--- config.mk ---
export PLATFORM = sky130hd
export DESIGN_NAME = blink_inv_round_iter_flat
export DESIGN_NICKNAME = d
export VERILOG_FILES = /design/src/rtl/blink_inv_round_iter_if.sv /design/src/rtl/blink_inv_round_iter.sv /design/src/flat_wrapper.sv
export SDC_FILE = /design/constraint.sdc
export NUM_CORES = 1
export LEC_CHECK = 0
export BUFFER_PORTS_ARGS = -buffer_cell sky130_fd_sc_hd__buf_2
export CAP_MARGIN = 15
export CORE_AREA = 3 3 147 207
export DETAILED_ROUTE_END_ITERATION = 16
export DIE_AREA = 0 0 150 210
export HOLD_SLACK_MARGIN = 0.08
export PLACE_DENSITY = 0.81
export SETUP_SLACK_MARGIN = 0.05
export SLEW_MARGIN = 20
export SYNTH_ARGS = -nofsm -noshare
export SYNTH_HDL_FRONTEND = slang
export SYNTH_SLANG_ARGS = --single-unit
--- constraint.sdc ---
create_clock -name clk -period 3.1 [get_ports clk]
set_input_delay 0.155 -clock clk [delete_from_list [all_inputs] [get_ports clk]]
set_output_delay 0.155 -clock clk [all_outputs]
set_load 0.01 [all_outputs]
--- src/rtl/blink_inv_round_iter_if.sv ---
// Ciphertext-in / plaintext-out handshake plus the round-key lookup toward the key store.
interface blink_inv_round_iter_if #(
  parameter int IDX_W = 5
);
  logic             in_valid;
  logic             in_ready;
  logic [127:0]     in_data;
  logic [IDX_W-1:0] rk_idx;
  logic [127:0]     rk_tk;
  logic             out_valid;
  logic             out_ready;
  logic [127:0]     out_data;

  modport master (
    output in_valid, in_data, rk_tk, out_ready,
    input  in_ready, rk_idx, out_valid, out_data
  );

  modport slave (
    input  in_valid, in_data, rk_tk, out_ready,
    output in_ready, rk_idx, out_valid, out_data
  );
endinterface

--- src/rtl/blink_inv_round_iter.sv ---
// Iterative Blink-128 decryption: one inverse round per clock, round keys walked NR-1 down to 0.
//   state | meaning
//   IDLE  | waiting for a ciphertext block, in_ready high
//   RUN   | applying inverse rounds, rk_idx = remaining round index
//   DONE  | plaintext held on out_data until out_ready
module blink_inv_round_iter #(
  parameter int NR    = 16,
  parameter int IDX_W = 5
) (
  input logic                  clk,
  input logic                  rst_n,
  blink_inv_round_iter_if.slave bus
);

  typedef enum logic [1:0] {IDLE, RUN, DONE} state_t;

  localparam logic [IDX_W-1:0] CNT_LAST = IDX_W'(NR - 1);

  state_t           state_q, state_d;
  logic [127:0]     st_q;
  logic [IDX_W-1:0] cnt_q;

  function automatic logic [3:0] inv_sbox(input logic [3:0] x);
    case (x)
      4'h0: inv_sbox = 4'h5;  4'h1: inv_sbox = 4'hE;
      4'h2: inv_sbox = 4'hF;  4'h3: inv_sbox = 4'h8;
      4'h4: inv_sbox = 4'hC;  4'h5: inv_sbox = 4'h1;
      4'h6: inv_sbox = 4'h2;  4'h7: inv_sbox = 4'hD;
      4'h8: inv_sbox = 4'hB;  4'h9: inv_sbox = 4'h4;
      4'hA: inv_sbox = 4'h6;  4'hB: inv_sbox = 4'h3;
      4'hC: inv_sbox = 4'h0;  4'hD: inv_sbox = 4'h7;
      4'hE: inv_sbox = 4'h9;  default: inv_sbox = 4'hA;
    endcase
  endfunction

  function automatic logic [127:0] inv_sub(input logic [127:0] s);
    logic [127:0] o;
    o = '0;
    for (int i = 0; i < 32; i++) o[4*i +: 4] = inv_sbox(s[4*i +: 4]);
    return o;
  endfunction

  // Rows a..d (a = top word); forward map is (a^c^d, a, b^c, a^c).
  function automatic logic [127:0] inv_mix(input logic [127:0] s);
    logic [31:0] y0, y1, y2, y3, a, b, c, d;
    {y0, y1, y2, y3} = s;
    a = y1;
    c = y3 ^ y1;
    b = y2 ^ c;
    d = y0 ^ a ^ c;
    return {a, b, c, d};
  endfunction

  // Forward shuffle moves cell i to cell (5*i+3) mod 32; undo by gathering.
  function automatic logic [127:0] inv_shuffle(input logic [127:0] s);
    logic [127:0] o;
    int j;
    o = '0;
    for (int i = 0; i < 32; i++) begin
      j = (5 * i + 3) % 32;
      o[4*i +: 4] = s[4*j +: 4];
    end
    return o;
  endfunction

  function automatic logic [127:0] inv_round(input logic [127:0] s, input logic [127:0] tk);
    return inv_sub(inv_mix(inv_shuffle(s) ^ tk));
  endfunction

  always_ff @(posedge clk or negedge rst_n) begin
    if (!rst_n) begin
      state_q <= IDLE;
      st_q    <= '0;
      cnt_q   <= '0;
    end else begin
      state_q <= state_d;
      case (state_q)
        IDLE: if (bus.in_valid) begin
          st_q  <= bus.in_data;
          cnt_q <= CNT_LAST;
        end
        RUN: begin
          st_q <= inv_round(st_q, bus.rk_tk);
          if (cnt_q != '0) cnt_q <= cnt_q - IDX_W'(1);
        end
        default: ;
      endcase
    end
  end

  always_comb begin
    state_d = state_q;
    case (state_q)
      IDLE:    if (bus.in_valid) state_d = RUN;
      RUN:     if (cnt_q == '0) state_d = DONE;
      DONE:    if (bus.out_ready) state_d = IDLE;
      default: state_d = IDLE;
    endcase
  end

  // out_data is gated so a partially decrypted state never appears on the port.
  always_comb begin
    bus.in_ready  = (state_q == IDLE);
    bus.out_valid = (state_q == DONE);
    bus.rk_idx    = (state_q == RUN) ? cnt_q : '0;
    bus.out_data  = (state_q == DONE) ? st_q : '0;
  end

endmodule

--- src/flat_wrapper.sv ---
// flat-port wrapper written by rule: the top's interface ports become plain ports
module blink_inv_round_iter_flat 
#(
  parameter int NR    = 16,
  parameter int IDX_W = 5
)
  (clk, rst_n, bus_in_valid, bus_in_data, bus_rk_tk, bus_out_ready, bus_in_ready, bus_rk_idx, bus_out_valid, bus_out_data);
  blink_inv_round_iter_if #(.IDX_W(IDX_W)) bus_i ();
  input logic clk;
  input logic rst_n;
  input wire logic [$bits(bus_i.in_valid)-1:0] bus_in_valid;
  input wire logic [$bits(bus_i.in_data)-1:0] bus_in_data;
  input wire logic [$bits(bus_i.rk_tk)-1:0] bus_rk_tk;
  input wire logic [$bits(bus_i.out_ready)-1:0] bus_out_ready;
  output wire logic [$bits(bus_i.in_ready)-1:0] bus_in_ready;
  output wire logic [$bits(bus_i.rk_idx)-1:0] bus_rk_idx;
  output wire logic [$bits(bus_i.out_valid)-1:0] bus_out_valid;
  output wire logic [$bits(bus_i.out_data)-1:0] bus_out_data;
  assign bus_i.in_valid = bus_in_valid;
  assign bus_i.in_data = bus_in_data;
  assign bus_i.rk_tk = bus_rk_tk;
  assign bus_i.out_ready = bus_out_ready;
  assign bus_in_ready = bus_i.in_ready;
  assign bus_rk_idx = bus_i.rk_idx;
  assign bus_out_valid = bus_i.out_valid;
  assign bus_out_data = bus_i.out_data;
  blink_inv_round_iter #(.NR(NR), .IDX_W(IDX_W)) u_core (.clk(clk), .rst_n(rst_n), .bus(bus_i));
endmodule
* Word-level counts from Yosys, hierarchy flattened
Memory sizes are Yosys's and may differ from the RTL's.
Index checks and enable logic that the tools add are counted.
** Operators by class
- Add/subtract/negate cells :: 1
- Eq/ne operators :: 6
- Muxes and demuxes :: 11
- Bitwise gates (word level) :: 5
- Reductions and logical operators :: 7
** Operator list (number)
- $mux 128 :: 2
- $pmux 128 s2 :: 1
- $xor 128x128->128 :: 1
- $xor 32x32->32 :: 4
- $mux 5 :: 3
- $pmux 5 s2 :: 1
- $mux 2 :: 3
- $pmux 2 s3 :: 1
- $reduce_and 3->1 :: 2
- $logic_not 5->1 :: 1
- $reduce_bool 5->1 :: 1
- $sub 5x1->5 const B :: 1
- $ne 2x1->1 const B :: 2
- $ne 2x2->1 const B :: 2
- $eq 2x1->1 const B :: 1
- $eq 2x2->1 const B :: 1
- $logic_not 2->1 :: 1
- $reduce_and 2->1 :: 1
- $reduce_bool 2->1 :: 1
** Word-level totals
- Flip-flop bits (word level) :: 135
- Memory bits (read-only) :: 2048
- Input port bits :: 260
- Output and inout bits :: 135
- Logic and storage cells :: 65
- Memories kept :: 32
** Memories
- (no name shown) :: depth 16, bits a word 4, read ports 1, clocked after Yosys merged registers in 0, wr ports 0, RTL line blink_inv_round_iter.sv:24 : case (x)
- (no name shown) :: depth 16, bits a word 4, read ports 1, clocked after Yosys merged registers in 0, wr ports 0, RTL line blink_inv_round_iter.sv:24
- (no name shown) :: depth 16, bits a word 4, read ports 1, clocked after Yosys merged registers in 0, wr ports 0, RTL line blink_inv_round_iter.sv:24
- (no name shown) :: depth 16, bits a word 4, read ports 1, clocked after Yosys merged registers in 0, wr ports 0, RTL line blink_inv_round_iter.sv:24
- (no name shown) :: depth 16, bits a word 4, read ports 1, clocked after Yosys merged registers in 0, wr ports 0, RTL line blink_inv_round_iter.sv:24
- (no name shown) :: depth 16, bits a word 4, read ports 1, clocked after Yosys merged registers in 0, wr ports 0, RTL line blink_inv_round_iter.sv:24
- +26 memories

* Longest topological paths before layout
An unclocked memory read counts as a cell.
- Depth after elaboration :: 5
- Gate-level depth with buffers :: 9
- Gate-level depth less buffers :: 9

* Least setup slack after synthesis
No wires, ideal clock.
- Kind :: flip-flop to flip-flop
- From :: register u_core.st_q[4]
- To :: register u_core.st_q[90]
- Setup time :: 137 ps
- Data arrival time :: 2147 ps
- Required time :: 2963 ps
- Path slack :: 816 ps
- Cell stages (with the launch flop) :: 7
- Buffers on the path :: 0
- Period minus slack after synthesis :: 2284 ps
- Cells stage by stage :: dfrtp_1 > xnor2_1 > xnor3_1 > ha_1 > or3_1 > o311ai_1 > a21oi_1
** On the way
- Word-level cells in the longest chain between the ends :: 5
** Ends and longest elaborated chain
- start: declaration :: RTL line blink_inv_round_iter.sv:20 : logic [127:0] st_q;
- start signal: assignment :: RTL line blink_inv_round_iter.sv:79 : st_q <= bus.in_data;
- start signal: assignment :: RTL line blink_inv_round_iter.sv:83 : st_q <= inv_round(st_q, bus.rk_tk);
- $xor 128x128->128 :: RTL line blink_inv_round_iter.sv:67 : return inv_sub(inv_mix(inv_shuffle(s) ^ tk));
- $xor 32x32->32 :: RTL line blink_inv_round_iter.sv:48 : c = y3 ^ y1;
- $xor 32x32->32 :: RTL line blink_inv_round_iter.sv:49 : b = y2 ^ c;
- $mem_v2 16x4
- $pmux 128 s2 :: RTL line blink_inv_round_iter.sv:77 : case (state_q)
Every way passes these cells.
A chain may end at the register's enable or synchronous reset.

* Worst setup path in the final report
- From :: register u_core.st_q[92]
- To :: register u_core.st_q[17]
** On the way
- Word-level cells in the longest chain between the ends :: 5
** Ends and longest elaborated chain
- $xor 128x128->128 :: RTL line blink_inv_round_iter.sv:67
- $xor 32x32->32 :: RTL line blink_inv_round_iter.sv:48
- $xor 32x32->32 :: RTL line blink_inv_round_iter.sv:50 : d = y0 ^ a ^ c;
- $mem_v2 16x4
- $pmux 128 s2 :: RTL line blink_inv_round_iter.sv:77
Every way passes these cells.

==> flow_summary_export.csv <==
group,metric,value,unit
synth,synth.avg_cell_area,8.114,um^2
setup_path,crit_path_top_delay_cell,"a2111oi_0",
setup_path,timing.critical_path.from,"u_core.st_q[92]",
floorplanning,core-area,28890,um^2
timing,fmax,384.1,MHz
run,max_cap_viol_count,0,
setup_path,arrival,2.91,ns
setup_path,startpoint_type,"flop",
setup_path,path_buf_inv,0,
global_routing,grt_pass1_wl,82060,um
synth,syn_area,14570,um^2
synth,synth_simple_gate_area_share,21.58,%
cts,htree_levels,4,
synth,synth-xor-area-share,24.88,%
synth,synth_nets,2089,
synth,synthFlopType,"dfrtp_1",
setup_path,crit_fanout,9,
placed_design,port_buffers,394,
floorplanning,dieArea,31500,um^2
floorplanning,die_w,150,um
global_routing,grt_overflow,0,
timing,period_needed,2.604,ns
setup_path,critPathMaxStageDelay,0.70,ns
timing,hold_viol_final,0,
synth,synth_seq_area_share,23.18,%
global_routing,grt_pass1_vias,15826,
setup_path,critical_path_class,"flop to flop",
synth,yosysTopAreaCellShare,23.18,%
cts,post_cts_resize_count,0,
timing,finalSetupTns,0,ns
global_routing,antenna_found_initial,7,
synth,synth_most_common_cell,"nand2_1",
cts,cts_tree,"built",
detailed_routing,routed_wl,52890,um
setup_path,r2r-start,"u_core.st_q[92]",
cts,cts_hold_buf,108,
global_routing,grtUsageTotal,32.90,%
hold_path,hp-start,"bus_in_data[101]",
finish,drive_gt1_share,23.65,%
timing,setup_violations,0,
floorplanning,rows,74,
cts,clock_path_buffers,2,
synth,synth_top_family_by_area,"XOR/XNOR gates",
timing,tightest_slew,0.8915,ns
detailed_routing,dr_total_vias,15912,
setup_path,worstSetupEndpointType,"flop",
synth,synth_common_cells,"nand2_1, o21ai_0, xnor2_1",
finish,fill_cells,2303,
setup_path,cp_cell_sequence,"xor2_1 > xnor2_1 > ha_1 > nor3_1 > a2111oi_0 > o31ai_1",
global_routing,met1_usage,36.72,%
timing,slew_headroom,40.14,%
global_routing,busiest_layer,"met2",
global_routing,grt_util_met3,6.882,%
floorplanning,start_util,50.45,%
synth,syn_inst,1796,
global_routing,grt_max_degree,96,
synth,ys_warn_count,0,
finish,area_delta_synth_final,28.08,%
cts,numCtsBuffers,17,
setup_path,path_delay_family,"XOR/XNOR gates",
timing,finClkSkew,0.01210,ns
synth,synth_mux_area_share,1.262,%
timing,slew_viol_final,0,
synth,synth_fa_ha_area_share,2.833,%
floorplanning,ioPinCount,395,
synth,ys_types,64,
synth,async_reset_ff_share,100.0,%
cts,path_clk_slew,0.06,ns
finish,multi_input_area,10690,um^2
placed_design,hpwlAfterDp,38320,um
cts,cts_root_buffer,"clkbuf_16",
finish,register_area,3382,um^2
synth,synth-edff-count,0,
synth,synth_compound_area_share,22.53,%
finish,nNetsFinal,2555,
floorplanning,die_h,210,um
detailed_routing,ant_nets,0,
detailed_routing,viasPerCell,5.980,
global_routing,use_met2,55.68,%
synth,yosys.area.top_type,"dfrtp_1",
timing,fin_crit_sh,83.99,%
hold_path,hold_path_class,"input port to flop",
finish,final_util,64.61,%
synth,ys_ff_latch,135,
detailed_routing,drt_first_pass_iters,6,
synth,synth.area.top_cells,"dfrtp_1, xnor2_1, and2_1",
detailed_routing,drt_iter0_markers,1378,
placed_design,place_congestion,0.9570,
detailed_routing,wl_per_cell,19.87,um
detailed_routing,drcViolationCount,0,
cts,worstSkewPairLatency,0.46,ns
setup_path,cp_data_required_time,3.41,ns
status,status,"completed",
timing,rsz0062_at_grt,"false",
cts,cts.sinks,135,
cts,post_cts_buffers,0,
-- tightest hold or removal path, cell delays in order --
cell,delay [ns]
buf_2,0.08
o221ai_1,0.17
nand2_1,0.11
-- path summary, 6_finish.rpt --
check | to | depth (start not counted) | slack (ns)
setup / recovery | u_core.st_q[17] | 6 | 0.50
setup reg to reg | u_core.st_q[17] | 6 | 0.50
max in group asynchronous | u_core.cnt_q[2] | 3 | 1.90
min in group asynchronous | u_core.st_q[14] | 2 | 0.30
hold reg to reg | u_core.st_q[101] | 2 | 0.51
hold / removal | u_core.st_q[101] | 3 | 0.09
-- metal layers --
| metal | vias up | part of all wire (%) |
|---|---|---|
| met5 | - | 0.055 |
| met4 | 4 | 7.2 |
| met3 | 261 | 8.2 |
| met2 | 938 | 49 |
| met1 | 7401 | 36 |
| li1 | 7308 | - |
-- cell families after synthesis --
family	Yosys count
buffers and inverters	139
multiplexers	18
AO/OA/AOI/OAI	518
XOR/XNOR	292
AND/OR/NAND/NOR	661
flip-flops	135
adder cells (fa/ha/maj)	33
-- placed cells by master, fill, tap and decap left out, types with 29 or more instances in the layout --
cell type	synthesis	routed
a21oi_1	98	98
a31oi_1	39	39
and2_1	133	133
buf_2	5	393
buf_4	2	34
dfrtp_1	135	134
dlygate4sd3_1	0	108
ha_1	33	33
inv_1	41	41
nand2_1	202	201
nand3_1	61	61
nor2_1	143	141
nor3_1	57	57
o21ai_0	154	154
xnor2_1	149	149
xnor2_2	29	29
xnor3_1	34	34
xor2_1	53	53
-- through the flow --
stage / area (um^2) / worst slack (ns) / std cells / hold slack [ns]
6_report: 18670 / 0.4963 / 2661 / 0.09421
5_1_grt: 18660 / 0.3559 / 2660 / 0.09299
4_1_cts: 18650 / 0.5434 / 2655 / 0.08308
3_5_place_dp: 17000 / 0.5599 / 2515 / 0.2365
3_3_place_gp: 17000 / 0.6681 / 2515 / 0.2291
2_1_floorplan: 14570 / 0.8156 / 1796 / -0.1406
-- cell type report --
type                            instances  share of cell area, %
Clock buffer                           29                  2.681
Multi-Input combinational cell       1522                  57.29
Clock inverter                          3                 0.3486
Sequential cell                       135                  18.12
Timing Repair Buffer                  538                  17.97
Inverter                               48                 0.9653
Antenna cell                            6                0.08044
Tap cell                              380                  2.547
-- registers in the layout, summed over array words and instances (netlist names) --
signal,count
u_core.cnt_q,5
u_core.st_q,128
u_core.state_q,2
Power is left out: the tool's default activity adds up to more than one toggle a clock period on the data nets, which glitch-free logic cannot reach.
